--- config.mk ---
export PLATFORM = sky130hd
export DESIGN_NAME = jk_reg_bank
export DESIGN_NICKNAME = d
export VERILOG_FILES = /design/src/rtl/jk_pkg.sv /design/src/rtl/jk_cell.sv /design/src/rtl/jk_reg_bank.sv
export SDC_FILE = /design/constraint.sdc
export NUM_CORES = 1
export LEC_CHECK = 0
export CELL_PAD_IN_SITES_DETAIL_PLACEMENT = 2
export CELL_PAD_IN_SITES_GLOBAL_PLACEMENT = 2
export CORE_MARGIN = 1
export CORE_UTILIZATION = 21
export DETAILED_ROUTE_END_ITERATION = 10
export GPL_TIMING_DRIVEN = 0
export HOLD_SLACK_MARGIN = 0.02
export PLACE_DENSITY = 0.71
export SYNTH_ARGS = -nofsm -noshare
export SYNTH_HDL_FRONTEND = slang
export SYNTH_SLANG_ARGS = --single-unit
--- constraint.sdc ---
create_clock -name clk -period 1.55 [get_ports clk]
set_clock_uncertainty 0.05 [all_clocks]
set_input_delay 0.155 -clock clk [delete_from_list [all_inputs] [get_ports clk]]
set_output_delay 0.155 -clock clk [all_outputs]
set_load 0.01 [all_outputs]
--- src/rtl/jk_pkg.sv ---
// Shared types for the JK register bank: operating-mode encoding.
package jk_pkg;
    typedef enum logic [1:0] {
        JK     = 2'd0,
        D      = 2'd1,
        CNT_UP = 2'd2,
        CNT_DN = 2'd3
    } jk_mode_t;
endpackage

--- src/rtl/jk_cell.sv ---
// Single JK flip-flop with async active-low reset to a per-cell value and a
// synchronous enable; also exposes its next-state so the bank can detect change.
module jk_cell (
    input  logic i_clk,
    input  logic i_rst_n,
    input  logic i_rst_val,
    input  logic i_en,
    input  logic i_j,
    input  logic i_k,
    output logic o_q,
    output logic o_nxt
);
    logic r_q;
    logic w_jk_nxt;

    always_comb begin
        case ({i_j, i_k})
            2'b01:   w_jk_nxt = 1'b0;
            2'b10:   w_jk_nxt = 1'b1;
            2'b11:   w_jk_nxt = ~r_q;
            default: w_jk_nxt = r_q;
        endcase
    end

    always_ff @(posedge i_clk or negedge i_rst_n) begin
        if (!i_rst_n)  r_q <= i_rst_val;
        else if (i_en) r_q <= w_jk_nxt;
    end

    assign o_nxt = i_en ? w_jk_nxt : r_q;
    assign o_q   = r_q;
endmodule

--- src/rtl/jk_reg_bank.sv ---
// Multi-mode bank of JK flip-flops: plain JK, D register, or wrapping up/down
// counter built from toggling cells. Flags terminal count and value change.
module jk_reg_bank
    import jk_pkg::*;
#(
    parameter int               WIDTH       = 8,
    parameter logic [WIDTH-1:0] RESET_VALUE = '0
) (
    input  logic             clk,
    input  logic             reset,
    input  logic             en,
    input  logic [1:0]       mode,
    input  logic [WIDTH-1:0] j,
    input  logic [WIDTH-1:0] k,
    output logic [WIDTH-1:0] out,
    output logic [WIDTH-1:0] outbar,
    output logic             tc,
    output logic             changed
);
    jk_mode_t         w_mode;
    logic [WIDTH:0]   w_all1;
    logic [WIDTH:0]   w_all0;
    logic [WIDTH-1:0] w_ej;
    logic [WIDTH-1:0] w_ek;
    logic [WIDTH-1:0] w_nxt;
    logic             r_changed;

    assign w_mode = jk_mode_t'(mode);

    // Prefix chains: bit i toggles in a counter when all lower bits are 1 (up) / 0 (down).
    assign w_all1[0] = 1'b1;
    assign w_all0[0] = 1'b1;

    for (genvar gi = 0; gi < WIDTH; gi++) begin : g_cell
        assign w_all1[gi+1] = w_all1[gi] & out[gi];
        assign w_all0[gi+1] = w_all0[gi] & ~out[gi];

        jk_cell u_cell (
            .i_clk     (clk),
            .i_rst_n   (reset),
            .i_rst_val (RESET_VALUE[gi]),
            .i_en      (en),
            .i_j       (w_ej[gi]),
            .i_k       (w_ek[gi]),
            .o_q       (out[gi]),
            .o_nxt     (w_nxt[gi])
        );
    end

    always_comb begin
        case (w_mode)
            D: begin
                w_ej = j;
                w_ek = ~j;
            end
            CNT_UP: begin
                w_ej = w_all1[WIDTH-1:0];
                w_ek = w_all1[WIDTH-1:0];
            end
            CNT_DN: begin
                w_ej = w_all0[WIDTH-1:0];
                w_ek = w_all0[WIDTH-1:0];
            end
            default: begin
                w_ej = j;
                w_ek = k;
            end
        endcase
    end

    always_ff @(posedge clk or negedge reset) begin
        if (!reset) r_changed <= 1'b0;
        else        r_changed <= (w_nxt != out);
    end

    assign tc      = en && (((w_mode == CNT_UP) && w_all1[WIDTH]) ||
                            ((w_mode == CNT_DN) && w_all0[WIDTH]));
    assign outbar  = ~out;
    assign changed = r_changed;
endmodule

==> metrics.md <==
| Metric | Value |
|---|---|
| Clock latency on the worst-skew pair | ~240 ps |
| DR vias/cell | around 5.3 |
| # H-tree levels | 1 |
| Worst rel slew slack | 67.03% |
| CP endpoint kind | register |
| Initial antenna violation count | 0 |
| #FFs+latches synth | 9 |
| Finish-stage setup viols | 10 |
| Post-DP Area | 1484 µm² |
| Pwr Density | roughly 1200 nW/µm² |
| Max cap viols | 0 |
| Register area share after synthesis | ~22% |
| Post-synth EDFFs | 0 |
| RSZ-0062 raised after global routing | yes |
| DRC Markers | 0 |
| Maximum number of pins on one net before global-route repair | 11 |
| IO Count | 39 |
| Hold WS | about 200 ps |
| Yosys top cell area share | 22.22% |
| CP max stage delay | between 400 and 500 ps |
| CTS root buf | clkbuf_8 |
| Row count | 24 |
| Hold Path Class | in2async |
| Crit path arrival time | around 2000 ps |
| Placed insts | 224 |
| Crit path time final | 1947 ps |
| Total clock sinks | 9 |
| Synth warnings | 0 |
| Nets | approximately 210 |
| Worst EP required | 1580 ps |
| Synth area leader | dfrtp_1 |
| Most frequent cells in the layout | clkdlybuf4s50_1 (24), buf_4 (19), nor2_1 (12) |
| Post-DP HPWL | 3099 µm |
| Via count | 1273 |
| Area contributors post-synth | dfrtp_1 (22%), buf_4 (6.7%), nor2b_1 (5.6%) |
| Gr usage total | 18.26% |
| Routed len/inst | approximately 19 µm |
| Core area | 4504 µm² |
| Fill cells | between 500 and 600 |
| Ant. Diodes | 0 |
| Critical path class | reg2reg |
| Commonest non-fill, non-tap cell in the layout | clkdlybuf4s50_1 |
| Layout cells sized above 1 | 32.28% |
| Launch point of the worst path | g_cell[0].u_cell.o_q$_DFF_PN0_ |
| Max Transition Viols Final | 0 |
| Synth unique cells | 44 |
| DIE WIDTH | between 70 and 80 µm |
| Total Routed Length | 4472 µm |
| CTS tree | built |
| Die Y | a little over 70 µm |
| Worst IR Drop VDD | 0.0003540 V |
| Post-Synthesis Cells | 134 |
| Synth Cell Area | 1013 µm² |
| Outcome | finished with violations |
| Die area | 5108 µm² |
| Crit share post-route | 125.6% |
| Static Leakage | 0.7805 nW |
| CP delay by family, top | compound AO/OA/AOI/OAI gates |
| Vias in the first global route | 1335 |
| Number of port buffers | 38 |
| Num CTS Buffers | 3 |
| R2r setup slk | -400 ps |
| Fmax | 513.5 MHz |
| Clock Pin Slew Worst Setup and Hold Paths | 50 ps |
| Worst Setup Slack, final | -397.3 ps |
| Initial Util | 22.50% |
| CP Cell Sequence | buf_6 -> and4b_4 -> o311ai_4 -> o311ai_2 -> a2111oi_2 -> nand4_1 |
| First-pass GRT wire length | 7217 µm |
| Hold bufs inserted after CTS | 0 |
| Post-route ant nets | 0 |
| Cell area after layout | 1770 µm² |
| Final Core Density | 39.31% |
| Longest Clk Path Bufs | 2 |
| Hold Violations, Final | 0 |
| Crit path buf inv count | 1 |
| CP startpoint kind | register |
| Overflow after GRT | 0 |
| R2R Path Start | g_cell[0].u_cell.o_q$_DFF_PN0_ |
| Final Non-Filler Cells | 241 |
| Syn nets | 155 |
| CP max FO | 4 |
| Pre-antenna DRT Iters | 4 |
| P&R area growth vs syn | 74.69% |
| Ys async rst share | 100.0% |
| Failing checks | setup timing |
| 1st-iter DRT viols | 91 |
| Avg Inst Size Synth | 7.563 µm² |
| Primary FF master, synth | dfrtp_1 |
| Slew at the pin closest to its max-slew limit | 493.0 ps |
| Global placer's final weighted congestion | 0.7932 |
| CP max-delay cell | a2111oi_2 |
## through the flow
stage                     TNS (ps)  total power [mW]  worst slack, ps
after global routing         -2247             2.309           -443.2
after floorplan             -155.2             1.078           -59.88
after CTS                    -1916             2.101           -372.4
after detailed placement     -5074             1.649            -1002
final                        -1556             2.170           -397.3
after global placement       -4894             1.602           -977.0
## registers in the layout, indices dropped and copies added (netlist names)
| name | cells |
|---|---|
| changed | 1 |
| g_cell.u_cell.o_q | 8 |
## path summary, 6_finish.rpt
check | end | depth (start not counted)
worst max-delay path | changed$_DFF_PN0_ | 6
worst min-delay path | g_cell[0].u_cell.o_q$_DFF_PN0_ | 1
worst max register to register | changed$_DFF_PN0_ | 6
worst min register to register | g_cell[4].u_cell.o_q$_DFF_PN0_ | 1
max in group asynchronous | g_cell[4].u_cell.o_q$_DFF_PN0_ | 1
min in group clk | g_cell[4].u_cell.o_q$_DFF_PN0_ | 1
## power by group
| group | leakage (nW) | total [mW] | switching [mW] | internal (mW) |
|---|---|---|---|---|
| Sequential | 0.0975 | 0.471 | 0.139 | 0.331 |
| Clock | 0.0228 | 0.288 | 0.107 | 0.181 |
| Combinational | 0.660 | 1.41 | 0.664 | 0.748 |
## what timing repair did
action / 4_1_cts / 5_1_grt
setup endpoints to repair: 20 / 15
hold endpoints to repair: 0 / 0
resized for setup: 41 / 11
setup buffers: 10 / 3
pin swaps: 13 / 6
## worst reg2reg max path, cell delays in order, from the launching register on
cell and delay, ps:
dfrtp_1 380, buf_6 130, and4b_4 220, o311ai_4 270, o311ai_2 160, a2111oi_2 420
nand4_1 160
## kinds of logic after synthesis
group / after synthesis / synth area share [%]
xor+xnor: 1 / 0.8644
compound gates: 44 / 31.24
mux: 1 / 0.9877
flops: 9 / 22.22
buf+inv: 27 / 14.07
simple gates: 52 / 30.62
## cells in the mapped netlist (2+ instances only)
master and count:
o21ai_0 10, or2_2 2, nand3_1 3, buf_4 9, a31oi_1 3, o31ai_1 4, nor3_1 4, dfrtp_1 9
a21boi_0 2, o311ai_1 3, buf_2 6, and3_1 4, nand2_1 7, a21oi_1 6, nand3b_1 2, nor2_1 12
nor2b_1 9, inv_1 11, nand2b_1 2, a311o_1 2
## routing by layer
layer / share of wire [%] / GRT usage (%) / vias up / wire (µm)
met5: 0 / 0 / - / 0
met2: 52 / 33.44 / 33 / 2342
met1: 44 / 22.86 / 641 / 1966
met3: 2.9 / 0.5626 / 2 / 129
li1: - / - / 597 / -
met4: 0.76 / 6.754 / 0 / 34
## final cells by class
class | count | area, µm² | share of cell area, %
Sequential cell | 9 | 230.2 | 13.00
Clock buffer | 4 | 45.04 | 2.544
Timing Repair Buffer | 51 | 499.2 | 28.20
Tap cell | 52 | 65.06 | 3.675
Buffer | 16 | 117.6 | 6.643
Multi-Input combinational cell | 98 | 772.0 | 43.60
Inverter | 11 | 41.29 | 2.332
(Power assumes the default switching activity.)
